--- src/rtl/sin_osc_iq_ctrl.sv ---
// sin_osc_iq_ctrl: sequencer for the I/Q sine oscillator with a 1-deep I/Q output.
// Optional: define SIN_OSC_OVERRUN_CNT_EN to count dropped sample ticks.
module sin_osc_iq_ctrl #(
  parameter int DW    = 16,
  parameter int CNT_W = 16
) (
  input  logic             clk,
  input  logic             rst,
  input  logic             start,
  input  logic             stop,
  input  logic [CNT_W-1:0] n_samples,
  input  logic             sample_tick,
  output logic             osc_rst,
  output logic             osc_next,
  input  logic [DW-1:0]    osc_i,
  input  logic [DW-1:0]    osc_q,
  output logic [DW-1:0]    iq_i,
  output logic [DW-1:0]    iq_q,
  output logic             iq_valid,
  input  logic             iq_ready,
  output logic             busy,
  output logic             done,
  output logic [15:0]      overrun_cnt
);

  typedef enum logic [2:0] {
    S_IDLE,
    S_PRIME,
    S_RUN,
    S_STEP,
    S_WAIT
  } state_t;

  state_t           state;
  state_t           state_nx;
  logic             prime_last;
  logic             stop_pend;
  logic [CNT_W-1:0] cnt;
  logic [CNT_W-1:0] cnt_inc;
  logic [CNT_W-1:0] n_lat;
  logic             go;
  logic             cap;
  logic             fin;
  logic             can_take;

  assign cnt_inc  = cnt + 1'b1;
  assign can_take = !iq_valid || iq_ready;
  assign osc_next = (state == S_STEP);
  assign busy     = (state != S_IDLE);

  // Next-state decode and burst control strobes
  always_comb begin
    state_nx = state;
    go       = 1'b0;
    cap      = 1'b0;
    fin      = 1'b0;
    unique case (state)
      S_IDLE: begin
        if (start && !stop) begin
          go       = 1'b1;
          state_nx = S_PRIME;
        end
      end
      S_PRIME: begin
        if (prime_last) state_nx = S_RUN;
      end
      S_RUN: begin
        if (stop || stop_pend) begin
          fin      = 1'b1;
          state_nx = S_IDLE;
        end else if (sample_tick && can_take) begin
          state_nx = S_STEP;
        end
      end
      S_STEP: state_nx = S_WAIT;
      S_WAIT: begin
        cap = 1'b1;
        if (stop || stop_pend ||
            (n_lat != '0 && cnt_inc == n_lat)) begin
          fin      = 1'b1;
          state_nx = S_IDLE;
        end else begin
          state_nx = S_RUN;
        end
      end
      default: state_nx = S_IDLE;
    endcase
  end

  // State register, phase prime, burst counter and pending stop
  always_ff @(posedge clk) begin
    if (rst) begin
      state      <= S_IDLE;
      prime_last <= 1'b0;
      stop_pend  <= 1'b0;
      cnt        <= '0;
      n_lat      <= '0;
      osc_rst    <= 1'b1;
      done       <= 1'b0;
    end else begin
      state      <= state_nx;
      osc_rst    <= (state_nx == S_PRIME);
      done       <= fin;
      prime_last <= (state == S_PRIME) && !prime_last;
      if (go) begin
        n_lat <= n_samples;
        cnt   <= '0;
      end else if (cap) begin
        cnt <= cnt_inc;
      end
      if (fin || go) begin
        stop_pend <= 1'b0;
      end else if (stop && (state == S_PRIME ||
                            state == S_STEP ||
                            state == S_WAIT)) begin
        stop_pend <= 1'b1;
      end
    end
  end

  // Output holding register; a fresh capture beats a same-edge handshake
  always_ff @(posedge clk) begin
    if (rst) begin
      iq_i     <= '0;
      iq_q     <= '0;
      iq_valid <= 1'b0;
    end else if (cap) begin
      iq_i     <= osc_i;
      iq_q     <= osc_q;
      iq_valid <= 1'b1;
    end else if (iq_valid && iq_ready) begin
      iq_valid <= 1'b0;
    end
  end

`ifdef SIN_OSC_OVERRUN_CNT_EN
  logic        drop;
  logic [15:0] ovr;

  assign drop = sample_tick &&
                (state == S_PRIME || state == S_STEP ||
                 state == S_WAIT ||
                 (state == S_RUN && !can_take));
  assign overrun_cnt = ovr;

  // Saturating dropped-tick counter, cleared when a burst starts
  always_ff @(posedge clk) begin
    if (rst) begin
      ovr <= '0;
    end else if (go) begin
      ovr <= '0;
    end else if (drop && ovr != 16'hFFFF) begin
      ovr <= ovr + 16'd1;
    end
  end
`else
  assign overrun_cnt = '0;
`endif

endmodule

--- config.mk ---
export PLATFORM = sky130hd
export DESIGN_NAME = sin_osc_iq_ctrl
export DESIGN_NICKNAME = d
export VERILOG_FILES = /design/src/rtl/sin_osc_iq_ctrl.sv
export SDC_FILE = /design/constraint.sdc
export NUM_CORES = 1
export LEC_CHECK = 0
export CORE_MARGIN = 2
export CORE_UTILIZATION = 40
export CTS_CLUSTER_SIZE = 16
export DETAILED_ROUTE_END_ITERATION = 16
export GPL_ROUTABILITY_DRIVEN = 0
export HOLD_SLACK_MARGIN = 0.05
export PLACE_DENSITY = 0.69
export SYNTH_ARGS = -nofsm -noshare
export SYNTH_HDL_FRONTEND = slang
export SYNTH_SLANG_ARGS = --single-unit
--- constraint.sdc ---
create_clock -name clk -period 3 [get_ports clk]
set_input_delay 0.6 -clock clk [delete_from_list [all_inputs] [get_ports clk]]
set_output_delay 0.6 -clock clk [all_outputs]
set_load 0.05 [all_outputs]
==> impl_results.html, run 1 <==
<table>
<tr><th>Metric</th><th>Value</th></tr>
<tr><th colspan="2">Outcome</th></tr>
<tr><td>Status</td><td>finished clean</td></tr>
<tr><th colspan="2">CTS</th></tr>
<tr><td>Post-cts resize count</td><td>0</td></tr>
<tr><td>Number of levels the H-tree was split into</td><td>3</td></tr>
<tr><td>Sink Count</td><td>72</td></tr>
<tr><td>Number of buffers added by the clock tree synthesis step</td><td>9</td></tr>
<tr><td>Root buf cell</td><td>clkbuf_8</td></tr>
<tr><td>Maximum clock path buffer count</td><td>2</td></tr>
<tr><td>Buffer count from post-CTS setup fixing</td><td>0</td></tr>
<tr><td>Clock Pin Slew Worst Setup and Hold Paths</td><td>0.08 ns</td></tr>
<tr><td>Clock tree from TritonCTS</td><td>yes</td></tr>
<tr><td>Hold_buf cts</td><td>0</td></tr>
<tr><td>Clock Latency Late Sink</td><td>0.34 ns</td></tr>
<tr><th colspan="2">Synth</th></tr>
<tr><td>Synthesis warning total</td><td>0</td></tr>
<tr><td>Average size of a mapped cell</td><td>between 7 and 8 um2</td></tr>
<tr><td>Area of the mapped netlist</td><td>3410 um2</td></tr>
<tr><td>Gate Count Post-Synth</td><td>437</td></tr>
<tr><td>Fraction of the mapped netlist area in adder cells</td><td>0.00366</td></tr>
<tr><td>Simple-gate share of the synthesized area</td><td>0.281</td></tr>
<tr><td>Sequential fraction of the synthesis area</td><td>0.422</td></tr>
<tr><td>Combinational family with the most area after synthesis</td><td>simple AND/OR/NAND/NOR gates</td></tr>
<tr><td>Post-synth EDFFs</td><td>0</td></tr>
<tr><td>Share of cell area taken by muxes after synthesis</td><td>0.00586</td></tr>
<tr><td>Synth Flop Type</td><td>dfxtp_1</td></tr>
<tr><td>Number of storage elements in the synthesis netlist</td><td>72</td></tr>
<tr><td>Compound-cell area share of the yosys netlist</td><td>0.151</td></tr>
<tr><td>Synth unique cells</td><td>51</td></tr>
<tr><td>Async set-reset flop share out of synthesis</td><td>0</td></tr>
<tr><td>Post-Synth XOR/XNOR Area</td><td>0.0590</td></tr>
<tr><th colspan="2">Worst hold path</th></tr>
<tr><td>Worst hold path type</td><td>register to register</td></tr>
<tr><td>WHS Path Cells</td><td>2</td></tr>
<tr><th colspan="2">Worst setup path</th></tr>
<tr><td>Kind of end point of the critical path</td><td>output port</td></tr>
<tr><td>CP Cell Sequence</td><td>inv_1 -&gt; nor3b_1 -&gt; clkdlybuf4s50_1</td></tr>
<tr><td>R2R cell count</td><td>6</td></tr>
<tr><td>Cell with the largest stage delay on the worst path</td><td>clkdlybuf4s50_1</td></tr>
<tr><td>Startpoint Class</td><td>register</td></tr>
<tr><td>Arrival @ worst endpoint</td><td>approximately 2.0 ns</td></tr>
<tr><td>Setup CP Type</td><td>register to output port</td></tr>
<tr><td>Path length in cells of the critical path</td><td>3</td></tr>
<tr><td>Critical Path Max Stage Delay</td><td>0.86 ns</td></tr>
<tr><td>Bufs and invs on worst path</td><td>2</td></tr>
<tr><td>Maximum fanout along the worst path</td><td>6</td></tr>
<tr><td>Cell family with most CP delay</td><td>buffers and inverters</td></tr>
<tr><td>Required @ worst endpoint</td><td>2.40 ns</td></tr>
<tr><th colspan="2">Detailed routing</th></tr>
<tr><td>Routed wire length</td><td>8460 um</td></tr>
<tr><td>Drt pass-1 iters</td><td>4</td></tr>
<tr><td>Count of unresolved DRC violations after routing</td><td>0</td></tr>
<tr><td>Vias</td><td>3116</td></tr>
<tr><td>Number of routed nets with antenna violations</td><td>0</td></tr>
<tr><td>Via/cell ratio</td><td>5.01</td></tr>
<tr><td>Initial DRC Count</td><td>125</td></tr>
<tr><td>Routed length per placed instance</td><td>approximately 14 um</td></tr>
<tr><th colspan="2">Die</th></tr>
<tr><td>Die outline area</td><td>9290 um2</td></tr>
<tr><td>Std-Cell Core Area</td><td>8260 um2</td></tr>
<tr><td>Io pins</td><td>107</td></tr>
<tr><td>Height of the chip</td><td>a little under 100 um</td></tr>
<tr><td>Chip Width</td><td>96.4 um</td></tr>
<tr><td>Row Count</td><td>33</td></tr>
<tr><td>Initial core utilization</td><td>0.413</td></tr>
<tr><th colspan="2">Power</th></tr>
<tr><td>Static leakage power</td><td>1.50 nW</td></tr>
<tr><td>IR drop worst, VDD</td><td>0.308 mV</td></tr>
<tr><td>Pwr Density</td><td>439 nW/um2</td></tr>
<tr><th colspan="2">Cells and area</th></tr>
<tr><td>Area overhead of the layout relative to synthesis</td><td>31.3%</td></tr>
<tr><td>Most common cell after layout, fill and taps aside</td><td>nand2_1</td></tr>
<tr><td>Ratio of cells with drive above 1 in the final layout</td><td>0.0619</td></tr>
<tr><td>Post-layout instance area</td><td>4480 um2</td></tr>
<tr><td>Commonest cells after routing, fill and taps aside</td><td>nand2_1, clkdlybuf4s50_1, dfxtp_1, a21oi_1, nor2_1</td></tr>
<tr><td>Final design utilization</td><td>0.543</td></tr>
<tr><td>Filler Cells Inserted</td><td>~800</td></tr>
<tr><td>Number of nets in the layout</td><td>about 570</td></tr>
<tr><td>Number of antenna cells inserted</td><td>0</td></tr>
<tr><th colspan="2">STA</th></tr>
<tr><td>Unrepaired setup endpoints after global routing</td><td>no</td></tr>
<tr><td>Total count of hold-check failures in the final report</td><td>0</td></tr>
<tr><td>Setup-violating endpoint count in the final report</td><td>0</td></tr>
<tr><td>Final clock skew</td><td>0.0118 ns</td></tr>
<tr><td>Least-Margin Pin Slew</td><td>~0.7 ns</td></tr>
<tr><td>Worst setup slack after layout</td><td>between 0.4 and 0.5 ns</td></tr>
<tr><td>Post-layout minimum cycle time</td><td>around 2.6 ns</td></tr>
<tr><td>Fmax</td><td>between 300 and 400 MHz</td></tr>
<tr><td>Final worst-path cycle share</td><td>0.861</td></tr>
<tr><td>Max-slew violation count</td><td>0</td></tr>
<tr><td>Max transition margin</td><td>0.541</td></tr>
<tr><td>Setup total negative slack</td><td>0 ns</td></tr>
<tr><th colspan="2">Global route</th></tr>
<tr><td>Global routing usage summed across all routing layers</td><td>0.187</td></tr>
<tr><td>First-pass GRT wire length</td><td>approximately 13000 um</td></tr>
<tr><td>Vias in the first global route</td><td>2853</td></tr>
<tr><td>Global route total overflow</td><td>0</td></tr>
<tr><td>Largest net degree at the start of global routing</td><td>58</td></tr>
<tr><td>Initial antenna violation count</td><td>0</td></tr>
<tr><th colspan="2">Place</th></tr>
<tr><td>Port Buffer Count</td><td>90</td></tr>
<tr><td>Final HPWL DP</td><td>5990 um</td></tr>
<tr><td>Worst setup slack before clock tree synthesis</td><td>0.521 ns</td></tr>
<tr><td>Post-place instance area</td><td>4290 um2</td></tr>
<tr><th colspan="2">Flow run</th></tr>
<tr><td># Max-Cap Violations</td><td>0</td></tr>
</table>
-- metal layers --
layer  track usage  part of all wire  wire length (um)  vias to the layer above
met1         0.244              0.46              3880                     1436
met3        0.0644             0.058               491                        7
li1              -                 -                 -                     1603
met5             0                 0                 0                        -
met4        0.0587             0.010                87                        0
met2         0.291              0.47              4000                       70
-- worst reg2reg max path: cells and delay by family (launching register included) --
family | cells | cell delay [ns]
adder cells (fa/ha/maj) | 1 | 0.32
AND/OR/NAND/NOR | 3 | 0.99
flip-flops | 1 | 0.47
AO/OA/AOI/OAI | 2 | 0.61
-- power by group --
group,switching [mW],internal [mW]
Combinational,0.116,0.0981
Sequential,0.0170,0.969
Clock,0.380,0.387
-- sequential cells by signal, summed over array words and instances (netlist names) --
name	cells
cnt	16
iq_i	16
iq_q	16
stop_pend	1
n_lat	16
prime_last	1
iq_valid	1
state	3
done	1
osc_rst	1
-- cell type report --
type                    instances  area, um2  share of cell area
repair buffers                 95        933               0.208
inverters                       3       11.3             0.00251
flip-flops and latches         72       1440               0.322
clock buffers                  10        128              0.0285
multi-input cells             331       1770               0.395
well taps                     105        131              0.0293
clock inverters                 6       67.6              0.0151
-- cells in the mapped netlist, types with 4 or more instances --
| cell type | count | share of area |
|---|---|---|
| xnor2_1 | 14 | 0.036 |
| nor3_1 | 7 | 0.010 |
| o21ai_0 | 11 | 0.016 |
| buf_2 | 7 | 0.010 |
| nor4_1 | 10 | 0.018 |
| or3_1 | 9 | 0.016 |
| xor2_1 | 9 | 0.023 |
| dfxtp_1 | 72 | 0.42 |
| nor3b_1 | 4 | 0.0088 |
| nand2_1 | 111 | 0.12 |
| buf_4 | 18 | 0.040 |
| nor2_1 | 19 | 0.021 |
| clkbuf_1 | 20 | 0.022 |
| a21oi_1 | 63 | 0.092 |
| nand4_1 | 5 | 0.0092 |
| nand3_1 | 8 | 0.012 |
-- kinds of logic (layout without fill, tap and decap cells) --
family	Yosys count	in the layout
and+or+nand+nor	199	199
AOI/OAI and AO/OA	90	90
DFF	72	72
buffers and inverters	49	114
xor gates and xnor gates	23	23
muxes	2	2
adders and majority gates	1	1
other	1	16
-- through the flow --
stage | cells | power, mW | hold slack [ns]
2_1_floorplan | 452 | 1.14 | 0.460
3_3_place_gp | 606 | 1.22 | 0.442
3_5_place_dp | 606 | 1.22 | 0.449
4_1_cts | 622 | 1.99 | 0.462
5_1_grt | 622 | 2.05 | 0.479
6_report | 622 | 1.97 | 0.460
-- worst paths after layout --
path | end | from | slack (ns)
setup / recovery | osc_next | state[1] | 0.42
hold / removal | iq_i[2] | iq_i[2] | 0.46
setup reg to reg | state[1] | cnt[0] | 0.49
hold reg to reg | iq_i[2] | iq_i[2] | 0.46
Power figures use the tool's default switching activity.
==> run 2, diff against run 1 <==
--- a/config.mk
+++ b/config.mk
@@ -10,6 +10,7 @@
 export CTS_CLUSTER_SIZE = 16
 export DETAILED_ROUTE_END_ITERATION = 16
 export GPL_ROUTABILITY_DRIVEN = 0
+export GPL_TIMING_DRIVEN = 0
 export HOLD_SLACK_MARGIN = 0.05
 export PLACE_DENSITY = 0.69
 export SYNTH_ARGS = -nofsm -noshare
==> constraint.sdc (replaced) <==
create_clock -name clk -period 2.8 [get_ports clk]
set_input_delay 0.56 -clock clk [delete_from_list [all_inputs] [get_ports clk]]
set_output_delay 0.56 -clock clk [all_outputs]
set_load 0.05 [all_outputs]
==> impl_results.html, run 2 (same netlist as run 1, synthesis figures left out) <==
<table>
<tr><th>Metric</th><th>Value</th></tr>
<tr><th colspan="2">Die</th></tr>
<tr><td>Height of the chip</td><td>96.4 um</td></tr>
<tr><td>Initial core utilization</td><td>0.413</td></tr>
<tr><td>Io pins</td><td>around 110</td></tr>
<tr><td>Std-Cell Core Area</td><td>8260 um2</td></tr>
<tr><td>Die outline area</td><td>9290 um2</td></tr>
<tr><td>Row Count</td><td>33</td></tr>
<tr><td>Chip Width</td><td>96.4 um</td></tr>
<tr><th colspan="2">STA</th></tr>
<tr><td>Setup-violating endpoint count in the final report</td><td>0</td></tr>
<tr><td>Max-slew violation count</td><td>0</td></tr>
<tr><td>Least-Margin Pin Slew</td><td>0.583 ns</td></tr>
<tr><td>Final worst-path cycle share</td><td>0.936</td></tr>
<tr><td>Post-layout minimum cycle time</td><td>2.62 ns</td></tr>
<tr><td>Final clock skew</td><td>0.0102 ns</td></tr>
<tr><td>Fmax</td><td>382 MHz</td></tr>
<tr><td>Max transition margin</td><td>0.610</td></tr>
<tr><td>Setup total negative slack</td><td>0 ns</td></tr>
<tr><td>Total count of hold-check failures in the final report</td><td>0</td></tr>
<tr><td>Unrepaired setup endpoints after global routing</td><td>no</td></tr>
<tr><th colspan="2">CTS</th></tr>
<tr><td>Clock Pin Slew Worst Setup and Hold Paths</td><td>0.08 ns</td></tr>
<tr><td>Number of buffers added by the clock tree synthesis step</td><td>9</td></tr>
<tr><td>Number of levels the H-tree was split into</td><td>3</td></tr>
<tr><td>Maximum clock path buffer count</td><td>2</td></tr>
<tr><td>Root buf cell</td><td>clkbuf_8</td></tr>
<tr><td>Clock tree from TritonCTS</td><td>yes</td></tr>
<tr><td>Hold_buf cts</td><td>0</td></tr>
<tr><td>Buffer count from post-CTS setup fixing</td><td>0</td></tr>
<tr><td>Sink Count</td><td>72</td></tr>
<tr><td>Clock Latency Late Sink</td><td>0.35 ns</td></tr>
<tr><td>Post-cts resize count</td><td>0</td></tr>
<tr><th colspan="2">Detailed routing</th></tr>
<tr><td>Number of routed nets with antenna violations</td><td>0</td></tr>
<tr><td>Via/cell ratio</td><td>4.95</td></tr>
<tr><td>Initial DRC Count</td><td>139</td></tr>
<tr><td>Vias</td><td>3274</td></tr>
<tr><td>Routed wire length</td><td>8970 um</td></tr>
<tr><td>Routed length per placed instance</td><td>approximately 14 um</td></tr>
<tr><td>Drt pass-1 iters</td><td>4</td></tr>
<tr><td>Count of unresolved DRC violations after routing</td><td>0</td></tr>
<tr><th colspan="2">Worst setup path</th></tr>
<tr><td>Launching point of the worst reg2reg path</td><td>cnt[0]</td></tr>
<tr><td>Setup CP Type</td><td>register to output port</td></tr>
<tr><td>Arrival @ worst endpoint</td><td>2.06 ns</td></tr>
<tr><td>Setup crit start</td><td>state[0]</td></tr>
<tr><td>Worst reg2reg path endpoint</td><td>done</td></tr>
<tr><td>Kind of end point of the critical path</td><td>output port</td></tr>
<tr><td>Worst-case register-to-register setup slack</td><td>~0.24 ns</td></tr>
<tr><td>R2R cell count</td><td>6</td></tr>
<tr><td>Maximum fanout along the worst path</td><td>9</td></tr>
<tr><td>Startpoint Class</td><td>register</td></tr>
<tr><td>Required @ worst endpoint</td><td>~2.2 ns</td></tr>
<tr><th colspan="2">Global route</th></tr>
<tr><td>Met3 layer usage reported by global route</td><td>0.0574</td></tr>
<tr><td>Routing usage on met1</td><td>0.257</td></tr>
<tr><td>Fraction of met2 tracks used by global routing</td><td>0.336</td></tr>
<tr><td>Global route total overflow</td><td>0</td></tr>
<tr><td>Largest net degree at the start of global routing</td><td>13</td></tr>
<tr><td>Most congested layer reported by global routing</td><td>met2</td></tr>
<tr><td>Initial antenna violation count</td><td>0</td></tr>
<tr><td>First-pass GRT wire length</td><td>14800 um</td></tr>
<tr><td>Global routing usage summed across all routing layers</td><td>0.205</td></tr>
<tr><td>Vias in the first global route</td><td>about 3200</td></tr>
<tr><th colspan="2">Cells and area</th></tr>
<tr><td>Ratio of cells with drive above 1 in the final layout</td><td>0.0916</td></tr>
<tr><td>Number of antenna cells inserted</td><td>0</td></tr>
<tr><td>Filler Cells Inserted</td><td>about 770</td></tr>
<tr><td>Number of nets in the layout</td><td>608</td></tr>
<tr><td>Area overhead of the layout relative to synthesis</td><td>38.3%</td></tr>
<tr><td>Final design utilization</td><td>0.572</td></tr>
<tr><td>Commonest cells after routing, fill and taps aside</td><td>nand2_1, clkdlybuf4s50_1, dfxtp_1, a21oi_1, clkbuf_1</td></tr>
<tr><td>Most common cell after layout, fill and taps aside</td><td>nand2_1</td></tr>
<tr><td>Post-layout instance area</td><td>4720 um2</td></tr>
<tr><th colspan="2">Flow run</th></tr>
<tr><td># Max-Cap Violations</td><td>0</td></tr>
<tr><th colspan="2">Worst hold path</th></tr>
<tr><td>WHS Path Cells</td><td>2</td></tr>
<tr><td>Hold-critical path endpoint</td><td>iq_q[7]</td></tr>
<tr><td>Startpoint of the most critical hold path</td><td>iq_q[7]</td></tr>
<tr><td>Worst hold path type</td><td>register to register</td></tr>
<tr><th colspan="2">Outcome</th></tr>
<tr><td>Status</td><td>finished clean</td></tr>
<tr><th colspan="2">Place</th></tr>
<tr><td>Post-place instance area</td><td>~4500 um2</td></tr>
<tr><td>Port Buffer Count</td><td>90</td></tr>
<tr><td>Final HPWL DP</td><td>6700 um</td></tr>
<tr><th colspan="2">Power</th></tr>
<tr><td>Static leakage power</td><td>1.65 nW</td></tr>
<tr><td>IR drop worst, VDD</td><td>0.354 mV</td></tr>
<tr><td>Pwr Density</td><td>472 nW/um2</td></tr>
</table>
[run 2: how the worst max path moves through the flow]
stage          endpoint  slack, ns  depth (start not counted)
2_1_floorplan  osc_next       0.51                          2
3_3_place_gp   state[1]       0.16                          6
3_5_place_dp   state[1]       0.27                          6
4_1_cts        osc_next       0.15                          3
5_1_grt        osc_next       0.06                          3
6_report       osc_next       0.18                          3
[run 2: cell type report]
class                           count  area [um2]  area share
Sequential cell                    72        1440       0.305
Buffer                             46         249      0.0527
Multi-Input combinational cell    331        1770       0.375
Inverter                            3        11.3     0.00238
Tap cell                          105         131      0.0278
Timing Repair Buffer               90         901       0.191
Clock inverter                      5        81.3      0.0172
Clock buffer                       10         138      0.0291
[run 2: routing by layer]
layer  part of all wire  up-vias  wire (um)
met5                  0        -          0
met4              0.017        0        153
met3              0.063       12        569
met2               0.47       99       4230
met1               0.45     1476       4020
li1                   -     1687          -
[run 2: worst max-delay path, cell delays in order, from the launching register on]
cell             delay [ns]
dfxtp_1                0.31
clkbuf_1               0.26
nor3b_1                0.29
clkdlybuf4s50_1        0.86
[run 2: power breakdown]
part	switching [mW]	total [mW]	internal [mW]
registers	0.0159	1.05	1.04
clock network	0.401	0.922	0.521
logic	0.131	0.253	0.122
total	0.548	2.23	1.68
[run 2: per-stage QoR]
step                setup WS [ns]  hold slack, ns  instances  power, mW
finish                      0.180           0.455        662       2.23
floorplan                   0.514           0.460        452       1.23
CTS                         0.153           0.457        662       2.25
global placement            0.160           0.442        647       1.33
global route               0.0614           0.483        662       2.31
detailed placement          0.274           0.446        647       1.33
